$ cat src/rtl/lfsr_step_sequencer_if.sv
// ---------------------------------------------------------------------------
// lfsr_step_sequencer_if
//   Command/status bundle between the board top level, the external 8-bit
//   LFSR and lfsr_step_sequencer. Clock and reset are plain module ports.
//
//   Signals
//     START, STOP, STEP  command pulses towards the sequencer
//     COUNT              steps per run, sampled on START (0 = free-run)
//     LFSR_O             current external LFSR state, fed back in
//     CE                 LFSR step enable, one cycle per step
//     BUSY, DONE         run status / counted-run completion pulse
//     PERIOD, PERIOD_VALID  measured LFSR period (LFSR_WIDTH+1 bits)
//     LOCKUP             sticky lockup flag (only active with
//                        LFSR_SEQ_LOCKUP_DET_EN)
//
//   Modports
//     master  drives commands and LFSR_O, observes status
//     slave   the sequencer itself
// ---------------------------------------------------------------------------
interface lfsr_step_sequencer_if #(
  parameter int COUNT_WIDTH = 8,
  parameter int LFSR_WIDTH  = 8
);
  logic                   START;
  logic                   STOP;
  logic                   STEP;
  logic [COUNT_WIDTH-1:0] COUNT;
  logic [LFSR_WIDTH-1:0]  LFSR_O;
  logic                   CE;
  logic                   BUSY;
  logic                   DONE;
  logic [LFSR_WIDTH:0]    PERIOD;
  logic                   PERIOD_VALID;
  logic                   LOCKUP;

  modport master (
    output START, STOP, STEP, COUNT, LFSR_O,
    input  CE, BUSY, DONE, PERIOD, PERIOD_VALID, LOCKUP
  );

  modport slave (
    input  START, STOP, STEP, COUNT, LFSR_O,
    output CE, BUSY, DONE, PERIOD, PERIOD_VALID, LOCKUP
  );
endinterface

$ cat src/rtl/lfsr_step_sequencer.sv
// ---------------------------------------------------------------------------
// lfsr_step_sequencer
//   Generates the CE step strobe for an external LFSR. A prescaler paces
//   steps to one every 2^PRESCALE_WIDTH cycles while running. Supports
//   counted runs, free-run (COUNT = 0), single steps and stop, and measures
//   the number of steps until the LFSR returns to its start value.
//
//   Ports
//     CLK    clock, all state on the rising edge
//     RESET  synchronous reset, active high
//     bus    lfsr_step_sequencer_if.slave (commands, LFSR_O feedback,
//            CE / BUSY / DONE / PERIOD / PERIOD_VALID / LOCKUP)
//
//   Build option
//     LFSR_SEQ_LOCKUP_DET_EN  when defined, a step that leaves LFSR_O
//       unchanged raises a sticky LOCKUP and ends the run without DONE.
//       When undefined, LOCKUP is tied low and no comparison is built.
//
//   Command priority each cycle: RESET > STOP > START > STEP.
// ---------------------------------------------------------------------------
module lfsr_step_sequencer #(
  parameter int PRESCALE_WIDTH = 22,
  parameter int COUNT_WIDTH    = 8,
  parameter int LFSR_WIDTH     = 8
) (
  input  logic                CLK,
  input  logic                RESET,
  lfsr_step_sequencer_if.slave bus
);

  typedef enum logic [1:0] {
    IDLE   = 2'd0,
    RUN    = 2'd1,
    SINGLE = 2'd2
  } state_t;

  localparam logic [PRESCALE_WIDTH-1:0] PRESCALE_MAX = '1;
  localparam logic [PRESCALE_WIDTH-1:0] PRESCALE_ONE = {{(PRESCALE_WIDTH-1){1'b0}}, 1'b1};
  localparam logic [COUNT_WIDTH-1:0]    COUNT_ONE    = {{(COUNT_WIDTH-1){1'b0}}, 1'b1};
  localparam logic [LFSR_WIDTH:0]       PERIOD_MAX   = '1;
  localparam logic [LFSR_WIDTH:0]       PERIOD_ONE   = {{LFSR_WIDTH{1'b0}}, 1'b1};

  state_t                    state;
  logic [PRESCALE_WIDTH-1:0] prescaler;
  logic [COUNT_WIDTH-1:0]    count_q;
  logic [COUNT_WIDTH-1:0]    step_cnt;
  logic [LFSR_WIDTH-1:0]     start_val;
  logic [LFSR_WIDTH:0]       period_cnt;
  logic [LFSR_WIDTH:0]       period_q;
  logic                      period_valid_q;
  logic                      period_chk_q;   // a RUN step happened last cycle
  logic                      done_q;

  logic start_cmd;
  logic hit_en;
  logic ce_run;
  logic ce;
  logic final_step;
  logic period_hit;
  logic lockup_hit;

  // START only counts when STOP is not also asserted.
  assign start_cmd = bus.START && !bus.STOP;

  // Post-step comparisons are ignored while a reset or restart is in progress.
  assign hit_en = !RESET && !start_cmd;

  // A restart suppresses the pending step so start_val is the state the new
  // run counts from; a detected lockup ends the run before another step.
  assign ce_run = (state == RUN) && (prescaler == PRESCALE_MAX) &&
                  !bus.STOP && !start_cmd && !lockup_hit;
  assign ce     = ce_run || (state == SINGLE);

  assign final_step = ce_run && (count_q != '0) && (step_cnt == count_q - COUNT_ONE);

  // The compare happens in the cycle after a step, once LFSR_O shows the new
  // state; the result is visible in that same cycle and latched for later.
  // A saturated counter no longer holds a true step count, so it never matches.
  assign period_hit = hit_en && period_chk_q && !period_valid_q &&
                      (bus.LFSR_O == start_val) && (period_cnt != PERIOD_MAX);

  // NOTE: sequential state uses non-blocking assignments so every register
  // samples the pre-edge values, independent of statement order.
  always_ff @(posedge CLK) begin
    // NOTE: reset is synchronous; it is just the highest-priority branch of
    // the clocked logic, with no entry in the sensitivity list.
    if (RESET) begin
      state          <= IDLE;
      prescaler      <= '0;
      count_q        <= '0;
      step_cnt       <= '0;
      start_val      <= '0;
      period_cnt     <= '0;
      period_q       <= '0;
      period_valid_q <= 1'b0;
      period_chk_q   <= 1'b0;
      done_q         <= 1'b0;
    end else begin
      done_q       <= 1'b0;
      period_chk_q <= 1'b0;

      if (bus.STOP) begin
        state <= IDLE;
      end else if (bus.START) begin
        state          <= RUN;
        count_q        <= bus.COUNT;
        start_val      <= bus.LFSR_O;
        prescaler      <= '0;
        step_cnt       <= '0;
        period_cnt     <= '0;
        period_q       <= '0;
        period_valid_q <= 1'b0;
      end else begin
        case (state)
          IDLE: begin
            if (bus.STEP) state <= SINGLE;
          end
          RUN: begin
            prescaler <= prescaler + PRESCALE_ONE;
            if (lockup_hit) begin
              state <= IDLE;
            end else if (ce_run) begin
              step_cnt     <= step_cnt + COUNT_ONE;   // wraps silently in free-run
              period_chk_q <= 1'b1;
              if (period_cnt != PERIOD_MAX) period_cnt <= period_cnt + PERIOD_ONE;
              if (final_step) begin
                state  <= IDLE;
                done_q <= 1'b1;
              end
            end
          end
          SINGLE: state <= IDLE;
          default: state <= IDLE;
        endcase
      end

      // First match only; period_hit is already masked during a restart.
      if (period_hit) begin
        period_q       <= period_cnt;
        period_valid_q <= 1'b1;
      end
    end
  end

`ifdef LFSR_SEQ_LOCKUP_DET_EN
  logic                  lockup_chk_q;   // any step happened last cycle
  logic [LFSR_WIDTH-1:0] pre_val;        // LFSR_O as it was when that step fired
  logic                  lockup_q;

  assign lockup_hit = hit_en && lockup_chk_q && (bus.LFSR_O == pre_val);

  always_ff @(posedge CLK) begin
    if (RESET) begin
      lockup_chk_q <= 1'b0;
      pre_val      <= '0;
      lockup_q     <= 1'b0;
    end else begin
      lockup_chk_q <= ce;
      if (ce) pre_val <= bus.LFSR_O;
      if (start_cmd)       lockup_q <= 1'b0;
      else if (lockup_hit) lockup_q <= 1'b1;
    end
  end

  assign bus.LOCKUP = lockup_q || lockup_hit;
`else
  assign lockup_hit = 1'b0;
  assign bus.LOCKUP = 1'b0;
`endif

  // A lockup seen this cycle already ends the run as far as the outside sees.
  assign bus.CE           = ce;
  assign bus.BUSY         = (state != IDLE) && !lockup_hit;
  assign bus.DONE         = done_q && !lockup_hit;
  assign bus.PERIOD_VALID = period_valid_q || period_hit;
  assign bus.PERIOD       = period_hit ? period_cnt : period_q;

endmodule

$ cat src/flat_wrapper.sv
// flat-port wrapper written by rule: the top's interface ports become plain ports
module lfsr_step_sequencer_flat 
#(
  parameter int PRESCALE_WIDTH = 22,
  parameter int COUNT_WIDTH    = 8,
  parameter int LFSR_WIDTH     = 8
)
  (CLK, RESET, bus_START, bus_STOP, bus_STEP, bus_COUNT, bus_LFSR_O, bus_CE, bus_BUSY, bus_DONE, bus_PERIOD, bus_PERIOD_VALID, bus_LOCKUP);
  lfsr_step_sequencer_if #(.COUNT_WIDTH(COUNT_WIDTH), .LFSR_WIDTH(LFSR_WIDTH)) bus_i ();
  input  logic CLK;
  input  logic RESET;
  input wire logic [$bits(bus_i.START)-1:0] bus_START;
  input wire logic [$bits(bus_i.STOP)-1:0] bus_STOP;
  input wire logic [$bits(bus_i.STEP)-1:0] bus_STEP;
  input wire logic [$bits(bus_i.COUNT)-1:0] bus_COUNT;
  input wire logic [$bits(bus_i.LFSR_O)-1:0] bus_LFSR_O;
  output wire logic [$bits(bus_i.CE)-1:0] bus_CE;
  output wire logic [$bits(bus_i.BUSY)-1:0] bus_BUSY;
  output wire logic [$bits(bus_i.DONE)-1:0] bus_DONE;
  output wire logic [$bits(bus_i.PERIOD)-1:0] bus_PERIOD;
  output wire logic [$bits(bus_i.PERIOD_VALID)-1:0] bus_PERIOD_VALID;
  output wire logic [$bits(bus_i.LOCKUP)-1:0] bus_LOCKUP;
  assign bus_i.START = bus_START;
  assign bus_i.STOP = bus_STOP;
  assign bus_i.STEP = bus_STEP;
  assign bus_i.COUNT = bus_COUNT;
  assign bus_i.LFSR_O = bus_LFSR_O;
  assign bus_CE = bus_i.CE;
  assign bus_BUSY = bus_i.BUSY;
  assign bus_DONE = bus_i.DONE;
  assign bus_PERIOD = bus_i.PERIOD;
  assign bus_PERIOD_VALID = bus_i.PERIOD_VALID;
  assign bus_LOCKUP = bus_i.LOCKUP;
  lfsr_step_sequencer #(.PRESCALE_WIDTH(PRESCALE_WIDTH), .COUNT_WIDTH(COUNT_WIDTH), .LFSR_WIDTH(LFSR_WIDTH)) u_core (.CLK(CLK), .RESET(RESET), .bus(bus_i));
endmodule
$ cat config.mk
export PLATFORM = sky130hd
export DESIGN_NAME = lfsr_step_sequencer_flat
export DESIGN_NICKNAME = d
export VERILOG_FILES = /design/src/rtl/lfsr_step_sequencer_if.sv /design/src/rtl/lfsr_step_sequencer.sv /design/src/flat_wrapper.sv
export SDC_FILE = /design/constraint.sdc
export NUM_CORES = 1
export LEC_CHECK = 0
export CAP_MARGIN = 20
export CORE_MARGIN = 2
export CORE_UTILIZATION = 51
export DETAILED_ROUTE_END_ITERATION = 8
export PLACE_DENSITY = 0.84
export SYNTH_ARGS = -nofsm -noshare
export SYNTH_HDL_FRONTEND = slang
export SYNTH_SLANG_ARGS = --single-unit
$ cat constraint.sdc
create_clock -name CLK -period 3.1 [get_ports CLK]
set_input_delay 0.93 -clock CLK [delete_from_list [all_inputs] [get_ports CLK]]
set_output_delay 0.93 -clock CLK [all_outputs]
set_load 0.01 [all_outputs]
After elaboration in Yosys (flattened, before gate mapping)
Index checks and enable logic that the tools add are counted.
Operators by class
  add/subtract/negate cells: 4
  eq/ne operators: 13
  mux-type cells: 23
  bitwise logic cells: 3
  reductions and logical operators: 35
Operators with widths (count)
  9-bit two-way mux: 8
  22-bit two-way mux: 2
  8-bit two-way mux: 3
  22-bit by 1-bit adder with 22-bit output, second input constant: 1
  22-bit equality test, second input constant: 1
  8-bit equality test: 2
  1-bit logical AND: 11
  2-bit nonzero test: 5
  9-bit by 1-bit adder with 9-bit output, second input constant: 1
  9-bit inequality test, second input constant: 1
  3-bit AND reduction: 3
  8-bit by 1-bit adder with 8-bit output, second input constant: 1
  8-bit nonzero test: 1
  8-bit by 1-bit subtractor with 8-bit output, second input constant: 1
  1-bit two-way mux: 6
  2-bit two-way mux: 3
  2-bit by 1-bit inequality test with 1-bit output, second input constant: 3
  3-bit by 2-bit inequality test with 1-bit output, second input constant: 2
  2-bit AND reduction: 3
  5-bit OR reduction: 1
  1-bit logical NOT: 4
  2-bit case mux with 2 select lines: 1
  4-bit AND reduction: 1
  4-bit OR reduction: 1
  other kinds (9): 12
Word-level totals
  bits in registers: 69
  input bits: 21
  output and inout bits: 14
  word-level logic and storage cells: 89

Logic depth before layout (Yosys ltp)
Gate-level depths: netlist of run 1.
  word-level depth: 10
  gate-level depth with buffers: 11
  depth with buffers taken out: 9

Worst setup path after synthesis of run 1
Ideal clock, no wire load.
  path type: input to output
  from: in bus_STOP
  to: out bus_PERIOD[0]
  arrival: 2.226 ns
  data required time: 2.170 ns
  slack: -0.056 ns
  stages: 9
  path buffers: 4
  path through: buf_6 > nor2b_1 > clkbuf_1 > nor3_1 > nand4_1 > clkbuf_1 > clkbuf_1 > nand2_1 > nand2_1
On the way
  longest elaborated chain between the ends: 9
Ends and longest elaborated chain
  from (decl): line flat_wrapper.sv:13  | input wire logic [$bits(bus_i.STOP)-1:0] bus_STOP;
  1-bit logical NOT: line lfsr_step_sequencer.sv:63  | assign start_cmd = bus.START && !bus.STOP;
  1-bit logical AND: line lfsr_step_sequencer.sv:63
  1-bit logical NOT: line lfsr_step_sequencer.sv:66  | assign hit_en = !RESET && !start_cmd;
  1-bit logical AND: line lfsr_step_sequencer.sv:66
  1-bit logical AND (3 in series): line lfsr_step_sequencer.sv:79  | assign period_hit = hit_en && period_chk_q && !period_valid_q &&
  1-bit logical AND: line lfsr_step_sequencer.sv:80  | (bus.LFSR_O == start_val) && (period_cnt != PERIOD_MAX);
  9-bit two-way mux: line lfsr_step_sequencer.sv:176  | assign bus.PERIOD = period_hit ? period_cnt : period_q;
  to (decl): line flat_wrapper.sv:20  | output wire logic [$bits(bus_i.PERIOD)-1:0] bus_PERIOD;
Every way passes these cells.

Final worst setup path of run 1
  from: in bus_LFSR_O[2]
  to: out bus_PERIOD[8]
On the way
  longest elaborated chain between the ends: 4
Ends and longest elaborated chain
  from (decl): line flat_wrapper.sv:16  | input wire logic [$bits(bus_i.LFSR_O)-1:0] bus_LFSR_O;
  8-bit equality test: line lfsr_step_sequencer.sv:80
  1-bit logical AND: line lfsr_step_sequencer.sv:79
  1-bit logical AND: line lfsr_step_sequencer.sv:80
  9-bit two-way mux: line lfsr_step_sequencer.sv:176
Every way passes these cells.

==> impl_metrics.env, run 1 <==
export IMPL_run_status="complete, but fails checks"
export IMPL_violations="DRC, setup timing"
export IMPL_layoutNonFillerInstCount=569
export IMPL_wl_per_cell_um=14.82
export IMPL_place_hpwl_um=5570
export IMPL_preCtsSetupSlack_ns=-0.9512
export IMPL_critPathLaunchType="input pin"
export IMPL_syn_inst=424
export IMPL_rows=29
export IMPL_die_h_um=85.86
export IMPL_path_common_cell="buf_6"
export IMPL_cts_tree="done"
export IMPL_final_util=0.6830
export IMPL_num_io_pins=35
export IMPL_fin_skew_ns=0.01162
export IMPL_first_pass_iters=8
export IMPL_grt_pass1_vias=2973
export IMPL_arrival_ns=2.31
export IMPL_synth_area_um2=3417
export IMPL_relSlewSlack=0.5584
export IMPL_routed_wirelength_um=8434
export IMPL_die_area_um2=7371
export IMPL_worst_hold_path_type="flop to flop"
export IMPL_fillers=469
export IMPL_fp_coreArea_um2=6422
export IMPL_syn_nets=451
export IMPL_seq_area_frac_synth=0.4042
export IMPL_clkSinkCount=69
export IMPL_async_reset_ff_frac=0
export IMPL_finalCritPeriodShare=1.045
export IMPL_die_w_um=85.86
export IMPL_rsz0062_at_grt="yes"
export IMPL_end_kind="primary output"
export IMPL_io_buffers=33
export IMPL_synth_top_flop_cell="dfxtp_1"
export IMPL_drc=7
export IMPL_cap_violations=0
export IMPL_critPathMaxStageDelay_ns=0.32
export IMPL_antenna_found_initial=0
export IMPL_place_inst=547
export IMPL_drt_iter0_drc=216
export IMPL_root_buffer="clkbuf_8"
export IMPL_diodes=0
export IMPL_ff2ff_path_depth=10
export IMPL_yosys_cell_types_count=47
export IMPL_ant_nets=0
export IMPL_layout_min_cycle_time_ns=3.241
export IMPL_place_gp_congestion=0.8275
export IMPL_final_nets=514
export IMPL_finalHoldViolCount=0
export IMPL_p_per_area_nw_per_um2=440.7
export IMPL_ys_ff_latch=69
export IMPL_clk_pin_slew_ns=0.07
export IMPL_path_max_fanout=8
export IMPL_postSynthAreaPerCell_um2=8.059
export IMPL_area_growth_pct=28.38
export IMPL_fin_ws_ns=-0.1408
export IMPL_initial_core_util=0.5320
export IMPL_vias=3162
export IMPL_fmax_mhz=308.6
export IMPL_synth_edf_count=0
export IMPL_yosysTopAreaCellShare=0.4042
export IMPL_yosysWarnings=0
export IMPL_grt_usage=0.2374
export IMPL_htreeDepth=3
export IMPL_viasPerCell=5.557
export IMPL_finalSetupViolations=10
export IMPL_slowest_stage="nor4_2"
export IMPL_grt_max_degree=36
export IMPL_hold_ws_ns=0.4742
export IMPL_cp_required_ns=2.17
export IMPL_crit_chain="buf_6 > xor2_2 > nor4_2 > nand4_1 > buf_6 > or2_4 > nand2_1 > buf_2"
export IMPL_slew_viol_final=0
export IMPL_grt_pass1_wl_um=13780
export IMPL_worstSetupPathType="input pin to primary output"
export IMPL_grt_ovfl_total=0
export IMPL_cts_made_buffers=9
export IMPL_total_power_mw=1.933
export IMPL_hold_path_depth=2
export IMPL_ir_worst_vdd_mv=0.3205
export IMPL_netlist_top_cells_area="dfxtp_1 40%, nand2_1 7.7%, a21oi_1 6.3%, xor2_1 6.2%, xnor2_1 4.6%"
export IMPL_p_leak_nw=1.669
export IMPL_clk_latency_ns=0.35
export IMPL_drive_above_1_share=0.2215
export IMPL_tightest_slew_ns=0.6624
export IMPL_cts_path_max_buffers=2
export IMPL_yosysTopAreaCell="dfxtp_1"
synth_stat cells (all sizes together) (2+ instances only):
cell / n
nand2: 71
dfxtp: 69
a21oi: 43
nor2: 33
nand3: 29
xor2: 24
inv: 18
xnor2: 18
clkbuf: 16
or2: 11
nor3: 10
and4: 7
buf: 7
nor4: 7
or4: 7
ha: 6
nand4: 6
o21ai: 6
or3: 5
nor4b: 4
o31ai: 4
and3: 3
nand2b: 2
nor2b: 2
placed cells by master, fill, tap and decap left out, types with 2 or more instances in the layout:
| master | instances |
|---|---|
| a21oi_1 | 43 |
| and3_1 | 3 |
| and4_1 | 6 |
| buf_2 | 11 |
| buf_4 | 38 |
| buf_6 | 7 |
| bufinv_16 | 3 |
| clkbuf_8 | 9 |
| clkdlybuf4s50_1 | 11 |
| dfxtp_1 | 68 |
| dlygate4sd2_1 | 5 |
| ha_1 | 4 |
| ha_2 | 2 |
| inv_1 | 17 |
| nand2_1 | 68 |
| nand2_2 | 2 |
| nand2b_1 | 2 |
| nand3_1 | 27 |
| nand3_2 | 2 |
| nand4_1 | 6 |
| nor2_1 | 32 |
| nor3_1 | 8 |
| nor3_2 | 2 |
| nor4_1 | 6 |
| nor4b_1 | 3 |
| o21ai_0 | 6 |
| o31ai_1 | 4 |
| or2_2 | 2 |
| or2_4 | 9 |
| or3_1 | 5 |
| or4_1 | 6 |
| xnor2_1 | 18 |
| xor2_1 | 20 |
| xor2_2 | 3 |
cell type report:
class	instances	area (µm²)	area share
Multi-Input combinational cell	314	1983	0.4521
Sequential cell	69	1383	0.3152
Timing Repair Buffer	75	618.1	0.1409
Clock buffer	10	127.6	0.02909
Clock inverter	6	111.4	0.02539
Tap cell	77	96.34	0.02196
Inverter	18	67.56	0.01540
per-stage QoR:
stage                     TNS (ns)  instance area [µm²]
final                       -1.124                 4387
after global routing        -1.505                 4387
after CTS                   -1.022                 4345
after detailed placement    -10.28                 4016
after global placement      -9.232                 4016
after floorplan                  0                 3418
cell families (layout without fill, tap and decap cells):
kind of cell,count (synthesis),in the layout,share of synthesized area
AO/OA/AOI/OAI,62,62,0.1091
XOR/XNOR,42,42,0.1077
adder cells (fa/ha/maj),6,6,0.02197
buffers and inverters,41,109,0.05199
flip-flops,69,69,0.4042
other,1,1,0.001097
AND/OR/NAND/NOR,203,203,0.3039
where the power goes:
group	internal [mW]	switching, mW
combinational	0.0653	0.0755
clock	0.534	0.348
sequential	0.897	0.0133
routing by layer:
layer,part of all wire,up-vias,global-route usage
met5,0,-,0
met4,0.021,0,0.09668
met3,0.050,16,0.05775
met2,0.50,85,0.4141
met1,0.43,1488,0.2791
li1,-,1573,-
worst max-delay path, delay by kind of cell:
family,cells,cell delay (ns)
simple gates,4,0.84
buf+inv,3,0.41
xor+xnor,1,0.14
flip-flops by register name (all words and copies together), names as in the netlist:
register               flops
u_core.prescaler          22
u_core.period_cnt          9
u_core.period_q            9
u_core.count_q             8
u_core.start_val           8
u_core.step_cnt            8
u_core.state               2
u_core.bus.DONE            1
u_core.period_chk_q        1
u_core.period_valid_q      1
timing repair:
item	CTS	global route
setup buffers	4	1
hold endpoints to repair	0	0
gates cloned	1	0
hold buffers	0	0
pin swaps	13	16
setup endpoints to repair	11	10
gates resized for setup	104	9
final timing paths:
kind,slack [ns],to,startpoint
worst min register to register,0.47,u_core.period_q[2]$_SDFFE_PP0P_,u_core.period_q[2]$_SDFFE_PP0P_
worst min-delay path,0.47,u_core.period_q[2]$_SDFFE_PP0P_,u_core.period_q[2]$_SDFFE_PP0P_
worst max register to register,0.73,u_core.period_cnt[3]$_SDFFE_PP0P_,u_core.period_cnt[3]$_SDFFE_PP0P_
worst max-delay path,-0.14,bus_PERIOD[8],bus_LFSR_O[2]
(Power assumes the default switching activity.)
==> run 2: changes to the inputs <==
CAP_MARGIN = default   (was 20)
==> results of run 2 <==
Final layout, timing and power as in run 1 (identical DEF).
